### config.mk
export PLATFORM = sky130hd
export DESIGN_NAME = sccb_write_ctrl
export DESIGN_NICKNAME = d
export VERILOG_FILES = /design/src/rtl/sccb_pkg.sv /design/src/rtl/sccb_quarter_tick.sv /design/src/rtl/sccb_write_ctrl.sv
export SDC_FILE = /design/constraint.sdc
export NUM_CORES = 1
export LEC_CHECK = 0
export ABC_AREA = 0
export CORE_UTILIZATION = 45
export CTS_CLUSTER_SIZE = 25
export DETAILED_ROUTE_END_ITERATION = 6
export GPL_TIMING_DRIVEN = 0
export PLACE_DENSITY = 0.67
export REMOVE_ABC_BUFFERS = 1
export SETUP_SLACK_MARGIN = 0.5
export SYNTH_ARGS = -nofsm -noshare
export SYNTH_HDL_FRONTEND = slang
export SYNTH_SLANG_ARGS = --single-unit
### constraint.sdc
create_clock -name clk -period 2.2 [get_ports clk]
set_input_delay 0.44 -clock clk [delete_from_list [all_inputs] [get_ports clk]]
set_output_delay 0.44 -clock clk [all_outputs]
set_load 0.01 [all_outputs]
### src/rtl/sccb_pkg.sv
// rtl/sccb_pkg.sv - shared SCCB types and constants for the OV7670 config path
package sccb_pkg;

   typedef enum logic [1:0] {IDLE, START, BITS, STOP} state_t;

   localparam logic [7:0] OV7670_WR_ADDR = 8'h42;
   localparam logic [7:0] OV7670_RD_ADDR = 8'h43;
   localparam int         SCCB_BYTES     = 3;
   localparam int         BITS_PER_SLOT  = 9;

endpackage

### src/rtl/sccb_quarter_tick.sv
// rtl/sccb_quarter_tick.sv - quarter-SCL-period divider with clear
// Held at zero while cleared; ticks on the last count and advances the quarter index.
module sccb_quarter_tick #(
   parameter int CLK_DIV = 250
) (
   input  logic       i_clk,
   input  logic       i_reset,
   input  logic       i_clear,
   output logic       o_tick,
   output logic [1:0] o_quarter
);

   localparam int               DIV_W = (CLK_DIV > 1) ? $clog2(CLK_DIV) : 1;
   localparam logic [DIV_W-1:0] LAST  = DIV_W'(CLK_DIV - 1);

   logic [DIV_W-1:0] r_div;
   logic [1:0]       r_quarter;
   logic             w_tick;

   assign w_tick    = (r_div == LAST);
   assign o_tick    = w_tick;
   assign o_quarter = r_quarter;

   always_ff @(posedge i_clk) begin
      if (i_reset || i_clear) begin
         r_div     <= '0;
         r_quarter <= '0;
      end else if (w_tick) begin
         r_div     <= '0;
         r_quarter <= r_quarter + 2'd1;
      end else begin
         r_div     <= r_div + 1'b1;
      end
   end

endmodule

### src/rtl/sccb_write_ctrl.sv
// rtl/sccb_write_ctrl.sv - SCCB 3-phase write master (START, 3 bytes + ack slots, STOP)
// scl/sdaDrive are registered copies of the decode below, so both lag the FSM by one cycle.
module sccb_write_ctrl
   import sccb_pkg::*;
#(
   parameter int          CLK_DIV     = 250,
   parameter logic [7:0]  DEVICE_ADDR = OV7670_WR_ADDR
) (
   input  logic       clk,
   input  logic       reset,
   input  logic       start,
   input  logic [7:0] regAddr,
   input  logic [7:0] regData,
   output logic       ready,
   output logic       busy,
   output logic       done,
   output logic       nack,
   output logic       scl,
   output logic       sdaDrive,
   input  logic       sdaIn
);

   state_t     r_state;
   state_t     w_next;
   logic       w_tick;
   logic [1:0] w_quarter;
   logic       w_accept;
   logic       w_slot_end;
   logic       w_last_bit;
   logic       w_last_byte;
   logic       w_scl;
   logic       w_sda;

   logic [1:0] r_byte_idx;
   logic [3:0] r_bit_idx;
   logic [7:0] r_shift;
   logic [7:0] r_addr;
   logic [7:0] r_data;
   logic       r_nack;
   logic       r_done;
   logic       r_scl;
   logic       r_sda_drive;

   sccb_quarter_tick #(.CLK_DIV(CLK_DIV)) u_qtick (
      .i_clk     (clk),
      .i_reset   (reset),
      .i_clear   (r_state == IDLE),
      .o_tick    (w_tick),
      .o_quarter (w_quarter)
   );

   assign w_accept    = start && (r_state == IDLE);
   assign w_slot_end  = w_tick && (w_quarter == 2'd3);
   assign w_last_bit  = (r_bit_idx == 4'(BITS_PER_SLOT - 1));
   assign w_last_byte = (r_byte_idx == 2'(SCCB_BYTES - 1));

   always_ff @(posedge clk) begin
      if (reset) r_state <= IDLE;
      else       r_state <= w_next;
   end

   always_comb begin
      w_next = r_state;
      case (r_state)
         IDLE:  if (start)                                   w_next = START;
         START: if (w_slot_end)                              w_next = BITS;
         BITS:  if (w_slot_end && w_last_bit && w_last_byte) w_next = STOP;
         STOP:  if (w_slot_end)                              w_next = IDLE;
         default:                                            w_next = IDLE;
      endcase
   end

   always_comb begin
      w_scl = 1'b1;
      w_sda = 1'b0;
      case (r_state)
         START: w_sda = w_quarter[1];
         BITS: begin
            w_scl = w_quarter[1];
            w_sda = !w_last_bit && !r_shift[7];
         end
         STOP: begin
            w_scl = (w_quarter != 2'd0);
            w_sda = !w_quarter[1];
         end
         default: ;
      endcase
   end

   // Byte/bit counters and shift register only move at slot boundaries, keeping SDA stable while SCL is high.
   always_ff @(posedge clk) begin
      if (reset) begin
         r_byte_idx <= '0;
         r_bit_idx  <= '0;
         r_shift    <= '0;
         r_addr     <= '0;
         r_data     <= '0;
         r_nack     <= 1'b0;
      end else if (w_accept) begin
         r_addr     <= regAddr;
         r_data     <= regData;
         r_shift    <= DEVICE_ADDR;
         r_byte_idx <= '0;
         r_bit_idx  <= '0;
         r_nack     <= 1'b0;
      end else if (r_state == BITS) begin
         if (w_tick && (w_quarter == 2'd2) && w_last_bit && sdaIn)
            r_nack <= 1'b1;
         if (w_slot_end) begin
            if (w_last_bit) begin
               r_bit_idx  <= '0;
               r_byte_idx <= w_last_byte ? 2'd0 : r_byte_idx + 2'd1;
               r_shift    <= (r_byte_idx == 2'd0) ? r_addr : r_data;
            end else begin
               r_bit_idx  <= r_bit_idx + 4'd1;
               r_shift    <= {r_shift[6:0], 1'b0};
            end
         end
      end
   end

   always_ff @(posedge clk) begin
      if (reset) begin
         r_scl       <= 1'b1;
         r_sda_drive <= 1'b0;
         r_done      <= 1'b0;
      end else begin
         r_scl       <= w_scl;
         r_sda_drive <= w_sda;
         r_done      <= (r_state == STOP) && w_slot_end;
      end
   end

   assign ready    = (r_state == IDLE);
   assign busy     = (r_state != IDLE);
   assign done     = r_done;
   assign nack     = r_nack;
   assign scl      = r_scl;
   assign sdaDrive = r_sda_drive;

endmodule

# == Word level (Yosys, flattened, before mapping) ==
# Index checks and enable logic that the tools add are counted.
# W data, S select, Z words.
# totals
inputBits,20
regBits,46
output_inout_bits,6
# classes
reduce_logical,26
n_addsub,4
mux,14
n_eq_ne,12
# ops
cell,count
$mux W7,3
$mux W8,2
$eq A2 B2 Y1 const B,5
$mux W2,5
$logic_and A1 B1 Y1,9
$add A8 B1 Y8 const B,1
$eq A8 B8 Y1 const B,1
$ne A2 B2 Y1 const B,4
$pmux W2 S4,1
$reduce_bool A2 Y1,4
$reduce_and A2 Y1,3
$add A2 B1 Y2 const B,2
$add A4 B1 Y4 const B,1
$eq A4 B4 Y1 const B,1
$logic_not A2 Y1,2
$mux W4,1
$reduce_and A4 Y1,1
$reduce_or A2 Y1,2
$logic_not A1 Y1,3
$pmux W1 S3,1
$reduce_and A3 Y1,1
$eq A2 B1 Y1 const B,1
$pmux W1 S2,1
$logic_or A1 B1 Y1,1

# == Depth between registers and ports, before layout ==
# Gate-level depths: netlist of run 1.
# logic_depth
depth_word,6
mapped_depth,8

# == Modules after synthesis ==
# From an unflattened synthesis of run 1, not the netlist that was laid out.
# hier_totals
cells_unflattened,241
area_unflattened_um2,2110.8
# modules_own_cells
module,area_per_inst_um2,instances,cells_each,seq_area_each_um2
sccb_write_ctrl,1647.8,1,189,720.7
sccb_quarter_tick,462.9,1,52,200.2

# == Least setup slack after synthesis of run 1 ==
# Ideal clock, no wire load.
# synth_timing
path_type,register to register
from,register r_state[0]
to,register r_addr[0]
stages_incl_launch_ff,9
period_less_slack_ps,1601
setup_ps,70
t_required_ps,2130
t_arrival_ps,1531
path_slack_ps,599
cell_sequence,dfxtp_1 inv_1 ha_1 buf_2 and2_1 buf_2 buf_1 nand2_1 a21oi_1
# synth_between
elab_chain_len,2
# synth_rtl
item,line_no,rtl
start: declaration,sccb_write_ctrl.sv:23,state_t r_state;
start signal: assignment,sccb_write_ctrl.sv:59,else r_state <= w_next;
$logic_not A2 Y1,--,
named net ready,sccb_write_ctrl.sv:14,"output logic ready,"
$logic_and A1 B1 Y1,sccb_write_ctrl.sv:52,assign w_accept = start && (r_state == IDLE);
end signal: assignment,sccb_write_ctrl.sv:100,r_addr <= regAddr;
end: declaration,sccb_write_ctrl.sv:37,logic [7:0] r_addr;
# The timed path passes the listed nets, and every way through them passes these cells.
# A chain may end at the register's enable or synchronous reset.

# == Worst setup path in the final report of run 1 ==
# layout_timing
from,register r_state[0]
to,output port busy
# layout_between
elab_chain_len,1
# layout_rtl
item,line_no,rtl
$reduce_bool A2 Y1,sccb_write_ctrl.sv:135,assign busy = (r_state != IDLE);
end: declaration,sccb_write_ctrl.sv:15,"output logic busy,"
# No other way between the ends.

==> metrics.cfg, run 1 <==
[cts]
cts_root_buffer=clkbuf_8
htreeDepth=2
cts-hold-fix-buffers=0
clk_pin_slew_ps=90
cts_buffers=5
cts.path.max_buffers=2
clkLatencyLatePin_ps=300
cts_tree=built
clock_sinks=46

[place]
hpwl_um=2680
place_congestion=0.787
dp_slack_ps=-190
port_buffers=25
post-place-cells=309

[yosys]
ys_seq_elements=46
synth_compound_area_share_pct=13.9
synthesis.area_um2=2170
synth-async-reset-ratio_pct=0
synth_edf_count=0
synth_area_leaders=dfxtp_1 (42%), a21oi_1 (7.4%), nand2_1 (7.1%)
synthTopCellsByCount=dfxtp_1 (46), nand2_1 (41), a21oi_1 (32)
synth_top_family_by_area=simple AND/OR/NAND/NOR gates
synth_seq_area_share_pct=42.5
synthSimpleGateAreaFrac_pct=23.4
dominantRegCellSynth=dfxtp_1
synth_top_area_share_pct=42.5
syn_area_per_cell_um2=8.81
ys_types=39
synthCells=246
yosys_warnings=0
synth_most_common_cell=dfxtp_1
synth_fa_ha_area_share_pct=6.35
yosysTopAreaCell=dfxtp_1
synth-xor-area-share_pct=2.83
synth.area.mux_share_pct=6.06

[die]
die_h_um=71.4
initial_utilization_pct=48.1
ios=26
core_um2=4500
fp-row-count=24
die-area_um2=5100
die_w_um=71.4

[drt]
drtPass1Iterations=4
routedWlPerCell_um=13.2
ant_nets=0
drt_iter0_markers=73
routed_wirelength_um=4330
routed-via-count=1770
drcViolationCount=0
avgViaCountPerCell=5.41

[outcome]
status=finished, final reports clean

[power]
power.density_nw_per_um2=815
vdd_drop_max_mv=0.536
power_mw=2.18
leakagePower_nw=1.02

[sta]
clock_skew_ps=7.82
fin_crit_sh_pct=75.3
hold_viol=0
tightestPinTransition_ps=594
setup_viol=0
rsz0062_at_grt=true
period_needed_ps=1660
relSlewSlack_pct=60.4
slew_violations=0
max_freq_mhz=604
setup_slack_ps=544

[global_route]
grt_pass1_wl_um=7150
antenna_found_initial=0
grt_max_degree=28
overflow=0
track_usage_pct=18.0
grt_pass1_vias=1607

[final_layout]
stdcell_count=327
layout.nets=305
post-route-util_pct=59.3
layout-drive-gt1-share_pct=18.5
syn2layout_area_growth_pct=23.3
fill_cells=409
n_antenna_cell=0

[worst_hold_path]
hold_path.class=reg -> reg

[worst_setup_path]
start_kind=flop
cp-end-kind=output port
worstPathMaxFanout=6
worst-endpoint-required_ps=1760
path_class=reg -> out
cp.arrival_ps=1220

[run]
drv_cap=0

-- registers in the layout, indices dropped and copies added (netlist names) --
register / cells
r_state: 2
done: 1
nack: 1
r_bit_idx: 4
scl: 1
r_byte_idx: 2
r_shift: 8
r_data: 8
u_qtick.o_quarter: 2
sdaDrive: 1
r_addr: 8
u_qtick.r_div: 8
-- logic make-up after synthesis --
group                    Yosys count
AND/OR/NAND/NOR                   99
AO/OA/AOI/OAI                     46
flip-flops                        46
buffers and inverters             24
multiplexers                      13
adder cells (fa/ha/maj)           11
XOR/XNOR                           7
-- worst max-delay path, cell delays in order (launching register included) --
cell and delay (ps):
dfxtp_4 360, inv_4 70, ha_4 160, inv_1 40
dlygate4sd2_1 270
-- layer usage --
| layer | global-route usage [%] | vias to the layer above | part of all wire (%) |
|---|---|---|---|
| li1 | - | 897 | - |
| met1 | 22.0 | 843 | 47 |
| met2 | 29.7 | 28 | 48 |
| met3 | 5.49 | 2 | 3.4 |
| met4 | 7.33 | 0 | 1.0 |
| met5 | 0 | - | 0 |
-- where the power goes --
part           total [mW]  switching, mW  internal, mW
Clock               0.534          0.305         0.229
Sequential          0.982         0.0530         0.929
Combinational       0.662          0.360         0.301
Total                2.18          0.718          1.46
-- metrics by stage --
stage / setup TNS (ps) / instance area [um^2] / hold slack (ps)
after floorplan: 0 / 2100 / 430
after global placement: -2660 / 2410 / 442
after detailed placement: -2830 / 2410 / 447
after CTS: 0 / 2580 / 459
after global routing: 0 / 2670 / 480
final: 0 / 2670 / 457
-- placed cells by master (no fill, tap or decap), drive strengths merged --
cell type | netlist | final
clkbuf | 5 | 5
and3 | 2 | 2
clkdlybuf4s50 | 0 | 22
dfxtp | 46 | 46
and4b | 2 | 2
o211ai | 1 | 1
clkinv | 0 | 1
dlygate4sd2 | 0 | 2
nor2 | 23 | 23
o21ai | 1 | 1
clkinvlp | 0 | 1
o41ai | 1 | 1
nand4 | 3 | 3
a31o | 1 | 1
buf | 9 | 9
a211o | 7 | 7
nand2 | 41 | 41
or3 | 4 | 4
and3b | 1 | 1
nand3 | 8 | 9
and2 | 2 | 2
a221oi | 1 | 1
xnor2 | 2 | 2
a21oi | 32 | 32
a31oi | 1 | 1
clkdlybuf4s15 | 0 | 1
and4 | 3 | 3
nand3b | 4 | 4
mux2 | 1 | 1
nor3 | 3 | 3
ha | 11 | 11
xor2 | 5 | 5
o2bb2ai | 1 | 1
inv | 10 | 11
mux2i | 12 | 12
nand2b | 3 | 3
-- worst paths after layout --
kind	start	end	slack, ps	cells after the start
worst max-delay path	r_state[0]	busy	540	4
worst min-delay path	r_data[6]	r_data[6]	460	2
worst max register to register	r_state[0]	u_qtick.r_div[0]	560	6
worst min register to register	r_data[6]	r_data[6]	460	2
-- area by class of cell --
type                            instances  area [um^2]  area share, %
Multi-Input combinational cell        177         1210           45.2
Timing Repair Buffer                   34          329           12.3
Clock buffer                            5         68.8           2.57
Inverter                               10         40.0           1.50
Tap cell                               52         65.1           2.43
Clock inverter                          3         25.0          0.936
Sequential cell                        46          937           35.1
-- what timing repair did --
item / in CTS / in global routing
resized for setup: 19 / 15
cloned: 1 / 0
pin swaps: 4 / 4
setup endpoints to repair: 42 / 26
buffers inserted: 2 / 7
Power figures use the tool's default switching activity.
==> inputs of run 2 (changes only) <==
PLACE_DENSITY = 0.69   (was 0.67)
clock period = 1.4 ns   (was 2.2 ns; I/O delays follow)
==> run 2 against run 1 <==
- the run now ends with negative setup slack left
- combinational power grew 130%
- largest power group unchanged
- clock skew shrank 0.69 ps
- total power grew 86%
- worst setup slack lost 740 ps
- critical path type is now reg -> reg
- global-route usage grew 4.4 points
==> metrics.cfg, run 2 (synthesis gave the netlist of run 1 again) <==
[die]
die_h_um=71.4  ; unchanged
core_um2=4500  ; unchanged
ios=26  ; unchanged
die_w_um=71.4  ; unchanged
die-area_um2=5100  ; unchanged
fp-row-count=24  ; unchanged
initial_utilization_pct=48.1  ; unchanged

[worst_setup_path]
start_kind=flop  ; unchanged
r2r_cells=5  ; was 6
rr_startpoint=u_qtick.o_quarter[1]  ; was r_state[0]
cp_top_family=simple AND/OR/NAND/NOR gates  ; was buffers and inverters
critPathBufInv=0  ; was 3
worst-endpoint-required_ps=1630  ; was 1760 ps
rr_endpoint=r_bit_idx[0]  ; was u_qtick.r_div[0]
worstPathMaxFanout=6  ; unchanged
path_depth=5  ; was 4
path_class=reg -> reg  ; was reg -> out
cp_slowest_cell=or3_1  ; was dfxtp_4
rrSetupSlack_ps=-200  ; was 560 ps
cp-end-kind=flop  ; was output port
crit_chain=ha_4, and4b_4, nand3_2, or3_1, a21oi_2  ; was inv_4, ha_4, inv_1, dlygate4sd2_1
crit_path_max_incr_delay_ps=380  ; was 360 ps
cp.arrival_ps=1820  ; was 1220 ps

[global_route]
overflow=0  ; unchanged
antenna_found_initial=0  ; unchanged
grt_pass1_vias=1848  ; was 1607
track_usage_pct=22.4  ; was 18.0%
grt_pass1_wl_um=8760  ; was 7150 um
grt_max_degree=28  ; unchanged

[run]
drv_cap=0  ; unchanged

[worst_hold_path]
min_from=r_addr[2]  ; was r_data[6]
hold_path.class=reg -> reg  ; unchanged
hold_depth=2  ; unchanged
hold-path-endpoint=r_addr[2]  ; was r_data[6]

[drt]
routed_wirelength_um=5920  ; was 4330 um
ant_nets=0  ; unchanged
drt_iter0_markers=89  ; was 73
avgViaCountPerCell=5.63  ; was 5.41
routed-via-count=1986  ; was 1770
routedWlPerCell_um=16.8  ; was 13.2 um
drcViolationCount=0  ; unchanged
drtPass1Iterations=4  ; unchanged

[sta]
fin_crit_sh_pct=114
tightestPinTransition_ps=607  ; was 594 ps
hold_viol=0  ; unchanged
rsz0062_at_grt=true  ; unchanged
final.setup.tns_ps=-1640  ; was 0 ps
max_freq_mhz=626
period_needed_ps=1600
relSlewSlack_pct=59.5  ; was 60.4%
setup_viol=18  ; was 0
setup_slack_ps=-197  ; was 544 ps
slew_violations=0  ; unchanged
clock_skew_ps=7.14  ; was 7.82 ps

[outcome]
status=finished, violations left  ; was finished, final reports clean
violations=negative setup slack

[place]
place_area_um2=2410  ; unchanged
hpwl_um=2770  ; was 2680 um
port_buffers=25  ; unchanged
place_congestion=0.774  ; was 0.787

[final_layout]
layout_commonest_cell=nand2_1  ; unchanged
syn2layout_area_growth_pct=46.8  ; was 23.3%
n_antenna_cell=0  ; unchanged
fill_cells=311  ; was 409
final_area_um2=3180  ; was 2670 um^2
layout-drive-gt1-share_pct=36.5  ; was 18.5%
layout.nets=331  ; was 305
layout_common_cells=nand2_1 (40), dfxtp_1 (32), a21oi_1 (24)  ; was nand2_1 (40), dfxtp_1 (39), a21oi_1 (29)

[cts]
clock_sinks=46  ; unchanged
cts-hold-fix-buffers=0  ; unchanged
cts_tree=built  ; unchanged
clk_pin_slew_ps=90  ; about the same
htreeDepth=2  ; unchanged
clkLatencyLatePin_ps=300  ; about the same
cts.path.max_buffers=2  ; unchanged
cts_buffers=5  ; unchanged
cts_root_buffer=clkbuf_8  ; unchanged

[power]
vdd_drop_max_mv=1.16  ; was 0.536 mV
power.density_nw_per_um2=1270  ; was 815 nW/um^2
leakagePower_nw=1.21  ; was 1.02 nW

==> run 2: cell count changes in the layout (fill, tap and decap cells not counted), sizes merged <==
cell,delta
clkbuf,+3
clkinvlp,-1
clkinv,-1
clkdlybuf4s50,-5
nand3,+2
and2,+3
inv,-1
buf,+27
dlygate4sd2,-1
==> run 2: how the worst max path moves through the flow <==
stage | slack (ps) | start | end
after floorplan | -290 | u_qtick.o_quarter[1] | r_bit_idx[3]
after global placement | -820 | reset | nack
after detailed placement | -830 | reset | r_bit_idx[0]
after CTS | -170 | u_qtick.r_div[1] | r_shift[5]
after global routing | -250 | u_qtick.r_div[1] | r_bit_idx[0]
final | -200 | u_qtick.o_quarter[1] | r_bit_idx[0]
==> run 2: power breakdown <==
part | internal, mW | switching (mW) | leakage (nW)
registers | 1.46 | 0.0974 | 0.381
logic | 0.755 | 0.777 | 0.775
clock network | 0.499 | 0.457 | 0.0575
==> run 2: area by class of cell <==
class                   count  area [um^2]  share of cell area, %
flip-flops and latches     46          948                   29.8
clock buffers               8          110                   3.46
repair buffers             55          566                   17.8
multi-input cells         182         1450                   45.5
well taps                  52         65.1                   2.05
inverters                  10         45.0                   1.42
==> run 2: worst min-delay path, stage by stage (launching register included) <==
cell     delay (ps)
dfxtp_1         320
nand2_1          50
a21oi_1          50
==> run 2: metrics by stage <==
step	utilization (%)	cells	power, mW	setup WS, ps	hold slack, ps
2_1_floorplan	-	232	2.10	-293	346
3_5_place_dp	53.5	309	2.42	-830	448
5_1_grt	70.6	353	4.24	-247	471
3_3_place_gp	53.5	309	2.40	-819	442
4_1_cts	67.4	347	3.83	-169	461
6_report	70.6	353	4.05	-197	460
==> run 2: routing by layer <==
| metal | global-route usage (%) | wire length [um] | vias to the layer above | share of wire (%) |
|---|---|---|---|---|
| li1 | - | - | 965 | - |
| met5 | 0 | 0 | - | 0 |
| met2 | 37.4 | 2900 | 49 | 49 |
| met4 | 10.0 | 201 | 0 | 3.4 |
| met1 | 28.1 | 2590 | 954 | 44 |
| met3 | 4.64 | 225 | 18 | 3.8 |
==> run 2: repair_timing <==
action / CTS / global route
setup endpoints to repair: 52 / 52
pin swaps: 28 / 11
setup buffers: 24 / 6
gates cloned: 6 / 0
resized for setup: 106 / 19
hold endpoints to repair: 0 / 0
